--- src/rtl/mccu_irq_ctrl_if.sv ---
// -----------------------------------------------------------------------------
// mccu_irq_ctrl_if
// Bundles the signals between the MCCU quota interrupt controller and its
// environment (software and the MCCU itself).
//
// Signals:
//   enable_i        block enable (also drives the MCCU enable)
//   irq_quota_i     MCCU per-core quota-exceeded level
//   mask_i          per-core mask; 1 keeps that core's pending state off irq_o
//   ack_i           per-core software acknowledge pulse
//   auto_reload_i   per-core: reload the quota on acknowledge
//   reload_value_i  per-core quota loaded on reload
//   update_quota_o  per-core one-cycle pulse to MCCU update_quota_i
//   quota_o         per-core registered value to MCCU quota_i
//   pending_o       per-core sticky pending flag
//   overrun_cnt_o   per-core saturating overrun count
//   irq_o           combined, masked interrupt (registered)
//   ts_o            per-core capture timestamp (only with MCCU_IRQ_TIMESTAMP_EN)
//
// Modports:
//   slave  - the controller side (mccu_irq_ctrl)
//   master - the environment side driving the controls
// -----------------------------------------------------------------------------
interface mccu_irq_ctrl_if #(
  parameter int N_CORES    = 2,
  parameter int DATA_WIDTH = 32,
  parameter int CNT_WIDTH  = 8
);
  logic                                  enable_i;
  logic [N_CORES-1:0]                    irq_quota_i;
  logic [N_CORES-1:0]                    mask_i;
  logic [N_CORES-1:0]                    ack_i;
  logic [N_CORES-1:0]                    auto_reload_i;
  logic [N_CORES-1:0][DATA_WIDTH-1:0]    reload_value_i;
  logic [N_CORES-1:0]                    update_quota_o;
  logic [N_CORES-1:0][DATA_WIDTH-1:0]    quota_o;
  logic [N_CORES-1:0]                    pending_o;
  logic [N_CORES-1:0][CNT_WIDTH-1:0]     overrun_cnt_o;
  logic                                  irq_o;
`ifdef MCCU_IRQ_TIMESTAMP_EN
  logic [N_CORES-1:0][DATA_WIDTH-1:0]    ts_o;

  modport slave (
    input  enable_i, irq_quota_i, mask_i, ack_i, auto_reload_i, reload_value_i,
    output update_quota_o, quota_o, pending_o, overrun_cnt_o, irq_o, ts_o
  );

  modport master (
    output enable_i, irq_quota_i, mask_i, ack_i, auto_reload_i, reload_value_i,
    input  update_quota_o, quota_o, pending_o, overrun_cnt_o, irq_o, ts_o
  );
`else
  modport slave (
    input  enable_i, irq_quota_i, mask_i, ack_i, auto_reload_i, reload_value_i,
    output update_quota_o, quota_o, pending_o, overrun_cnt_o, irq_o
  );

  modport master (
    output enable_i, irq_quota_i, mask_i, ack_i, auto_reload_i, reload_value_i,
    input  update_quota_o, quota_o, pending_o, overrun_cnt_o, irq_o
  );
`endif
endinterface

--- src/rtl/mccu_irq_ctrl.sv ---
// -----------------------------------------------------------------------------
// mccu_irq_ctrl
// Turns the MCCU per-core quota-exceeded level into a sticky, maskable,
// acknowledgeable pending interrupt, optionally reloads the core's quota on
// acknowledge, and counts quota-exceeded events that arrive while an interrupt
// is still pending (overruns).
//
// Ports:
//   clk_i  system clock
//   rst_i  asynchronous, active-high reset
//   bus    mccu_irq_ctrl_if.slave (see the interface file for the signal list)
//
// Optional feature (macro MCCU_IRQ_TIMESTAMP_EN): a free-running DATA_WIDTH
// cycle counter; bus.ts_o[i] captures it whenever core i leaves IDLE for
// PENDING. With the macro undefined the counter and ts_o do not exist.
//
// Per-core FSM: IDLE -> PENDING (on rising level) -> RELOAD (ack with
// auto-reload, one cycle) -> HOLDOFF (until the level drops) -> IDLE.
// -----------------------------------------------------------------------------
module mccu_irq_ctrl #(
  parameter int N_CORES    = 2,
  parameter int DATA_WIDTH = 32,
  parameter int CNT_WIDTH  = 8
) (
  input  logic                clk_i,
  input  logic                rst_i,
  mccu_irq_ctrl_if.slave      bus
);

  typedef enum logic [1:0] {
    S_IDLE    = 2'd0,
    S_PENDING = 2'd1,
    S_RELOAD  = 2'd2,
    S_HOLDOFF = 2'd3
  } state_t;

  state_t                             r_state     [N_CORES];
  state_t                             w_state_nxt [N_CORES];
  logic [N_CORES-1:0]                 r_irq_q;
  logic [N_CORES-1:0]                 w_rise;
  logic [N_CORES-1:0]                 w_pend_nxt;
  logic [N_CORES-1:0]                 w_ack_pend;
  logic [N_CORES-1:0]                 r_pending;
  logic [N_CORES-1:0]                 r_update;
  logic [N_CORES-1:0][DATA_WIDTH-1:0] r_quota;
  logic [N_CORES-1:0][CNT_WIDTH-1:0]  r_cnt;
  logic                               r_irq;

`ifdef MCCU_IRQ_TIMESTAMP_EN
  logic [DATA_WIDTH-1:0]              r_ts_cnt;
  logic [N_CORES-1:0][DATA_WIDTH-1:0] r_ts;
`endif

  // Saturating increment for the overrun counters.
  function automatic logic [CNT_WIDTH-1:0] sat_inc(input logic [CNT_WIDTH-1:0] v);
    return (&v) ? v : v + 1'b1;
  endfunction

  // Rising edge of the MCCU level; suppressed while the block is disabled.
  assign w_rise = bus.irq_quota_i & ~r_irq_q & {N_CORES{bus.enable_i}};

  // Next-state logic. The next-state pending vector also feeds irq_o so that
  // irq_o rises in the same cycle as pending_o.
  always_comb begin
    for (int i = 0; i < N_CORES; i++) begin
      w_state_nxt[i] = r_state[i];
      w_ack_pend[i]  = 1'b0;
      case (r_state[i])
        S_IDLE: begin
          if (w_rise[i]) w_state_nxt[i] = S_PENDING;
        end
        S_PENDING: begin
          if (bus.ack_i[i]) begin
            w_ack_pend[i]  = 1'b1;
            w_state_nxt[i] = bus.auto_reload_i[i] ? S_RELOAD : S_HOLDOFF;
          end
        end
        S_RELOAD: begin
          w_state_nxt[i] = S_HOLDOFF;
        end
        S_HOLDOFF: begin
          // The MCCU level may still be high for a cycle after the quota
          // update; only a low level re-arms the core.
          if (!bus.irq_quota_i[i]) w_state_nxt[i] = S_IDLE;
        end
        default: begin
          w_state_nxt[i] = S_IDLE;
        end
      endcase
      w_pend_nxt[i] = (w_state_nxt[i] == S_PENDING);
    end
  end

  // Edge register, per-core FSMs and their registered outputs.
  always_ff @(posedge clk_i or posedge rst_i) begin
    if (rst_i) begin
      r_irq_q   <= '0;
      r_pending <= '0;
      r_update  <= '0;
      r_quota   <= '0;
      r_cnt     <= '0;
      r_irq     <= 1'b0;
      for (int i = 0; i < N_CORES; i++) begin
        r_state[i] <= S_IDLE;
      end
    end else begin
      r_irq_q   <= bus.irq_quota_i;
      r_pending <= w_pend_nxt;
      r_irq     <= |(w_pend_nxt & ~bus.mask_i);
      for (int i = 0; i < N_CORES; i++) begin
        r_state[i] <= w_state_nxt[i];
        // The update pulse and reload value are taken on the ack cycle and
        // presented during the single RELOAD cycle.
        r_update[i] <= w_ack_pend[i] & bus.auto_reload_i[i];
        if (w_ack_pend[i] && bus.auto_reload_i[i]) begin
          r_quota[i] <= bus.reload_value_i[i];
        end
        if ((r_state[i] == S_PENDING) && w_rise[i]) begin
          r_cnt[i] <= sat_inc(r_cnt[i]);
        end
      end
    end
  end

`ifdef MCCU_IRQ_TIMESTAMP_EN
  // Timestamp capture only on IDLE -> PENDING; overrun rises leave it alone.
  always_ff @(posedge clk_i or posedge rst_i) begin
    if (rst_i) begin
      r_ts_cnt <= '0;
      r_ts     <= '0;
    end else begin
      r_ts_cnt <= r_ts_cnt + 1'b1;
      for (int i = 0; i < N_CORES; i++) begin
        if ((r_state[i] == S_IDLE) && w_rise[i]) begin
          r_ts[i] <= r_ts_cnt;
        end
      end
    end
  end

  assign bus.ts_o = r_ts;
`endif

  assign bus.pending_o      = r_pending;
  assign bus.update_quota_o = r_update;
  assign bus.quota_o        = r_quota;
  assign bus.overrun_cnt_o  = r_cnt;
  assign bus.irq_o          = r_irq;

endmodule
--- src/flat_wrapper.sv ---
// flat-port wrapper written by rule: the top's interface ports become plain ports
module mccu_irq_ctrl_flat 
#(
  parameter int N_CORES    = 2,
  parameter int DATA_WIDTH = 32,
  parameter int CNT_WIDTH  = 8
)
  (clk_i, rst_i, bus_enable_i, bus_irq_quota_i, bus_mask_i, bus_ack_i, bus_auto_reload_i, bus_reload_value_i, bus_update_quota_o, bus_quota_o, bus_pending_o, bus_overrun_cnt_o, bus_irq_o);
  mccu_irq_ctrl_if #(.N_CORES(N_CORES), .DATA_WIDTH(DATA_WIDTH), .CNT_WIDTH(CNT_WIDTH)) bus_i ();
  input  logic clk_i;
  input  logic rst_i;
  input wire logic [$bits(bus_i.enable_i)-1:0] bus_enable_i;
  input wire logic [$bits(bus_i.irq_quota_i)-1:0] bus_irq_quota_i;
  input wire logic [$bits(bus_i.mask_i)-1:0] bus_mask_i;
  input wire logic [$bits(bus_i.ack_i)-1:0] bus_ack_i;
  input wire logic [$bits(bus_i.auto_reload_i)-1:0] bus_auto_reload_i;
  input wire logic [$bits(bus_i.reload_value_i)-1:0] bus_reload_value_i;
  output wire logic [$bits(bus_i.update_quota_o)-1:0] bus_update_quota_o;
  output wire logic [$bits(bus_i.quota_o)-1:0] bus_quota_o;
  output wire logic [$bits(bus_i.pending_o)-1:0] bus_pending_o;
  output wire logic [$bits(bus_i.overrun_cnt_o)-1:0] bus_overrun_cnt_o;
  output wire logic [$bits(bus_i.irq_o)-1:0] bus_irq_o;
  assign bus_i.enable_i = bus_enable_i;
  assign bus_i.irq_quota_i = bus_irq_quota_i;
  assign bus_i.mask_i = bus_mask_i;
  assign bus_i.ack_i = bus_ack_i;
  assign bus_i.auto_reload_i = bus_auto_reload_i;
  assign bus_i.reload_value_i = bus_reload_value_i;
  assign bus_update_quota_o = bus_i.update_quota_o;
  assign bus_quota_o = bus_i.quota_o;
  assign bus_pending_o = bus_i.pending_o;
  assign bus_overrun_cnt_o = bus_i.overrun_cnt_o;
  assign bus_irq_o = bus_i.irq_o;
  mccu_irq_ctrl #(.N_CORES(N_CORES), .DATA_WIDTH(DATA_WIDTH), .CNT_WIDTH(CNT_WIDTH)) u_core (.clk_i(clk_i), .rst_i(rst_i), .bus(bus_i));
endmodule
--- config.mk ---
export PLATFORM = sky130hd
export DESIGN_NAME = mccu_irq_ctrl_flat
export DESIGN_NICKNAME = d
export VERILOG_FILES = /design/src/rtl/mccu_irq_ctrl_if.sv /design/src/rtl/mccu_irq_ctrl.sv /design/src/flat_wrapper.sv
export SDC_FILE = /design/constraint.sdc
export NUM_CORES = 1
export LEC_CHECK = 0
export CORE_ASPECT_RATIO = 0.6
export CORE_UTILIZATION = 35
export CTS_CLUSTER_DIAMETER = 30
export DETAILED_ROUTE_END_ITERATION = 12
export PLACE_DENSITY = 0.79
export SLEW_MARGIN = 5
export SYNTH_ARGS = -nofsm -noshare
export SYNTH_HDL_FRONTEND = slang
export SYNTH_SLANG_ARGS = --single-unit
--- constraint.sdc ---
create_clock -name clk_i -period 8.24 [get_ports clk_i]
set_input_delay 1.648 -clock clk_i [delete_from_list [all_inputs] [get_ports clk_i]]
set_output_delay 1.648 -clock clk_i [all_outputs]
set_load 0.01 [all_outputs]
# [Yosys cells after proc, flatten, opt, wreduce, memory -nomap -nowiden]
# Cells that the tools add are included.
[op_classes] eq_ne=8 n_addsub=2 bitwise_logic=9 reduce_logical=11 n_mux=14
[ops] operator="$add A8 B1 Y8 const B" n=2
[ops] operator="$pmux W2 S4" n=2
[ops] operator="$reduce_and A8 Y1" n=2
[ops] operator="$mux W2" n=6
[ops] operator="$eq A2 B1 Y1 const B" n=4
[ops] operator="$eq A2 B2 Y1 const B" n=4
[ops] operator="$and A2 B2 Y2" n=3
[ops] operator="$mux W1" n=6
[ops] operator="$logic_and A1 B1 Y1" n=4
[ops] operator="$logic_not A2 Y1" n=2
[ops] operator="$not A2 Y2" n=2
[ops] operator="$reduce_and A2 Y1" n=2
[ops] operator="$and A1 B1 Y1" n=2
[ops] operator="$not A1 Y1" n=2
[ops] operator="$reduce_or A2 Y1" n=1
[word_totals] wordCells=54 regBits=91 inputBits=75 output_inout_bits=85

# [Longest topological paths before layout]
[logic_depth] word_depth=8 mapped_depth=6 depth_no_buf=5

# [Worst setup path after synthesis]
# Ideal clock, no wire load.
[synth_path] kind="input to register" from="in bus_enable_i" to="reg u_core.r_cnt (netlist bit u_core.bus.overrun_cnt_o[1])" t_required_ns=8.115 setup_ns=0.125 arrival_time_ns=2.496 cell_stages=4 n_path_buf=0 path_slack_ns=5.619 path_cell_list="nand3b_1 > nor3b_4 > nand2_2 > mux2_4"
[synth_via] elab_chain_len=3
[synth_lines] item="from (decl)" line="flat_wrapper.sv:12" rtl="input wire logic [$bits(bus_i.enable_i)-1:0] bus_enable_i;"
[synth_lines] item="$and A2 B2 Y2" line="mccu_irq_ctrl.sv:60" rtl="assign w_rise = bus.irq_quota_i & ~r_irq_q & {N_CORES{bus.enable_i}};"
[synth_lines] item="$logic_and A1 B1 Y1" line="mccu_irq_ctrl.sv:118" rtl="if ((r_state[i] == S_PENDING) && w_rise[i]) begin"
[synth_lines] item="$reduce_and A2 Y1 (no source line)"
[synth_lines] item="to (signal, indexed assignment)" line="mccu_irq_ctrl.sv:119" rtl="r_cnt[i] <= sat_inc(r_cnt[i]);"
[synth_lines] item="to (decl)" line="mccu_irq_ctrl.sv:46" rtl="logic [N_CORES-1:0][CNT_WIDTH-1:0] r_cnt;"
# No other way between the ends.
# A chain may end at the register's enable or synchronous reset.

# [Final worst setup path]
[layout_path] from="in bus_ack_i[0]" to="reg u_core.r_quota (netlist bit u_core.bus.quota_o[26])"
[layout_via] elab_chain_len=3
[layout_lines] item="from (decl)" line="flat_wrapper.sv:15" rtl="input wire logic [$bits(bus_i.ack_i)-1:0] bus_ack_i;"
[layout_lines] item="$mux W1" line="mccu_irq_ctrl.sv:73" rtl="if (bus.ack_i[i]) begin"
[layout_lines] item="$mux W1" line="mccu_irq_ctrl.sv:68" rtl="case (r_state[i])"
[layout_lines] item="$logic_and A1 B1 Y1" line="mccu_irq_ctrl.sv:115" rtl="if (w_ack_pend[i] && bus.auto_reload_i[i]) begin"
[layout_lines] item="to (signal, indexed assignment)" line="mccu_irq_ctrl.sv:116" rtl="r_quota[i] <= bus.reload_value_i[i];"
[layout_lines] item="to (decl)" line="mccu_irq_ctrl.sv:45" rtl="logic [N_CORES-1:0][DATA_WIDTH-1:0] r_quota;"
# No other way between the ends.

==> results by group <==
Floorplan
  – Initial Util: 36.6%
  – Die span in x: 134 um
  – # rows: 28
  – Die H: 81.2 um
  – Area of the die: 10900 um2
  – Num ports: 160
  – Area of the core: 9980 um2

Route
  – Overall routed net length: 8940 um
  – Routed Antenna Nets: 0
  – Via Count: 3079
  – First drt pass iteration count: 4
  – Initial drt markers: 101
  – Wire per inst: 13.2 um
  – Drt via density: 4.55
  – Drc violations: 0

Synthesis
  – EDFF count, synth: 0
  – Ranking of synthesized cells by area: dfrtp_1, nand2_1, xnor2_1
  – Synth top area share: 62.3%
  – Post-synthesis area per instance: 9.62 um2
  – Synth cell count leaders: nand2_1, dfrtp_1, buf_2
  – Largest area contributor in the netlist: dfrtp_1
  – Register area share after synthesis: 62.3%
  – Yosys cell types: 37
  – Fraction of registers with async set/reset: 100%
  – Mapped Nets: 457
  – Mapped Cells: 380
  – Post-Synthesis Cell Area: 3650 um2
  – Most frequent cell after synthesis: nand2_1
  – Synth Register Bits: 91
  – Synth warn: 0
  – Primary FF master, synth: dfrtp_1

GRT
  – First-pass GRT wire length: 14200 um
  – Largest net degree at the start of global routing: 92
  – Total GRT Usage: 17.0%
  – Vias in the first global route: 2905
  – Initial antenna violation count: 0
  – Gr ovfl total: 0

Timing
  – Final Slew Violations: 0
  – Final Critical Period: 3490 ps
  – Max-Slew Margin vs Limit: 25.7%
  – Worst Max-Slew Pin Slew: 1110 ps
  – Final period utilization: 42.4%
  – Setup TNS: 0 ps
  – Final hold violations: 0
  – Clock skew: 5.95 ps
  – Final Setup Violations: 0
  – RSZ-0062 raised after global routing: false
  – Fmax: 286 MHz

Worst setup path
  – WS Path Type: in2reg
  – Critical R2R Capture: u_core.bus.quota_o[26]
  – Data required, critical path: 8520 ps
  – WP data arrival: 3770 ps
  – FF-to-FF path depth: 4
  – Worst Path Max Fanout: 34
  – R2R setup slack: 6010 ps
  – Endpoint class of the critical path: register
  – R2R Path Start: u_core.r_state[3]
  – Worst setup SP type: input port

Min path
  – Hold Path Sink: u_core.bus.quota_o[22]
  – Worst min-delay path startpoint: u_core.bus.quota_o[22]
  – Hold Path Stages: 2
  – Hold WC Path Type: reg2reg

Place
  – Placement Cell Area: 5360 um2
  – HPWL after DPL: 6460 um
  – GPL Wtd Cong: 0.791
  – Port Buffer Count: 159

Clock network
  – Post-CTS setup buffer count: 0
  – Clk sinks: 91
  – Root buf cell: clkbuf_16
  – PostCTS Resize Cnt: 0
  – Number of buffers created by CTS: 9
  – H-tree depth: 3
  – Bufs on Longest Clock Path: 2
  – Clk slew on worst S/H paths: 70 ps
  – Hold_buf cts: 0
  – Clk_lat worst skew: 340 ps
  – CTS tree: done

Layout
  – Share of cells above drive strength 1: 5.72%
  – Area Overhead vs Synth: 55.6%
  – Final core occ: 57.0%
  – Nets: 614
  – Design Area, Final: 5690 um2
  – # diodes: 0

Power
  – Worst VDD drop: 160 uV
  – PwrDens: 339 nW/um2
  – Final Power: 1.93 mW
  – Leakage: 2.73 nW

Job
  – Max-Cap Viols: 0

Run status
  – Status: complete, no violations
[how the worst max path moves through the flow]
stage	from	endpoint	slack, ps	cells after the start
finish	bus_ack_i[0]	u_core.bus.quota_o[26]	4750	5
global route	bus_ack_i[0]	u_core.bus.quota_o[26]	4550	5
CTS	bus_ack_i[0]	u_core.bus.quota_o[26]	4740	5
detailed placement	bus_ack_i[0]	u_core.bus.quota_o[26]	4370	5
global placement	bus_ack_i[0]	u_core.bus.quota_o[21]	4480	5
floorplan	rst_i	u_core.bus.irq_o	4230	1
[report_power, final]
part           total (mW)  switching, mW  internal (mW)
combinational       0.725          0.308          0.417
clock               0.443          0.169          0.274
sequential          0.760          0.130          0.629
[routing by layer]
metal / vias up / routed length [um] / track usage, %
li1: 1509 / - / -
met2: 106 / 3990 / 26.1
met1: 1454 / 4300 / 23.2
met4: 0 / 119 / 5.80
met5: - / 0 / 0
met3: 10 / 532 / 4.68
[stage by stage]
stage | hold WS, ps | setup WS (ps) | cells
after floorplan | 509 | 4230 | 380
after global placement | 457 | 4480 | 661
after detailed placement | 463 | 4370 | 661
after CTS | 478 | 4740 | 677
after global routing | 493 | 4550 | 677
final | 478 | 4750 | 677
[sequential cells by signal (all words and copies together), names as in the netlist]
name	count
u_core.bus.pending_o	2
u_core.bus.irq_o	1
u_core.bus.update_quota_o	2
u_core.r_state	4
u_core.bus.quota_o	64
u_core.bus.overrun_cnt_o	16
u_core.r_irq_q	2
[final cells by class]
type | instances | area, um2
multi-input combinational | 265 | 1270
fill | 846 | 4300
clock inverter | 6 | 88.8
clock buffer | 10 | 239
timing repair buffer | 161 | 1610
tap | 135 | 169
sequential | 91 | 2280
inverter | 9 | 35.0
[critical path, stage by stage]
cell and delay [ps]:
clkdlybuf4s50_1 540, nand4b_4 430, inv_1 880, nand2_1 150, nand2_1 100
[cells by family after synthesis]
group           after synthesis  synth area share, %
fa+ha+maj                     2                0.685
xor+xnor                      9                 2.16
mux                           9                 2.81
simple gates                234                 27.1
flops                        91                 62.3
compound gates               11                 2.02
buf+inv                      24                 2.88
[layout by cell type, fill, tap and decap left out, drive strengths merged, types with 3 or more instances in the layout]
master,n
a21oi,4
and3,3
clkbuf,10
clkdlybuf4s50,159
clkinv,3
dfrtp,91
inv,8
mux2,7
nand2,197
nand3,8
nand4,4
nor2,8
xnor2,7
Note: power is estimated with default switching activity, not from simulation.
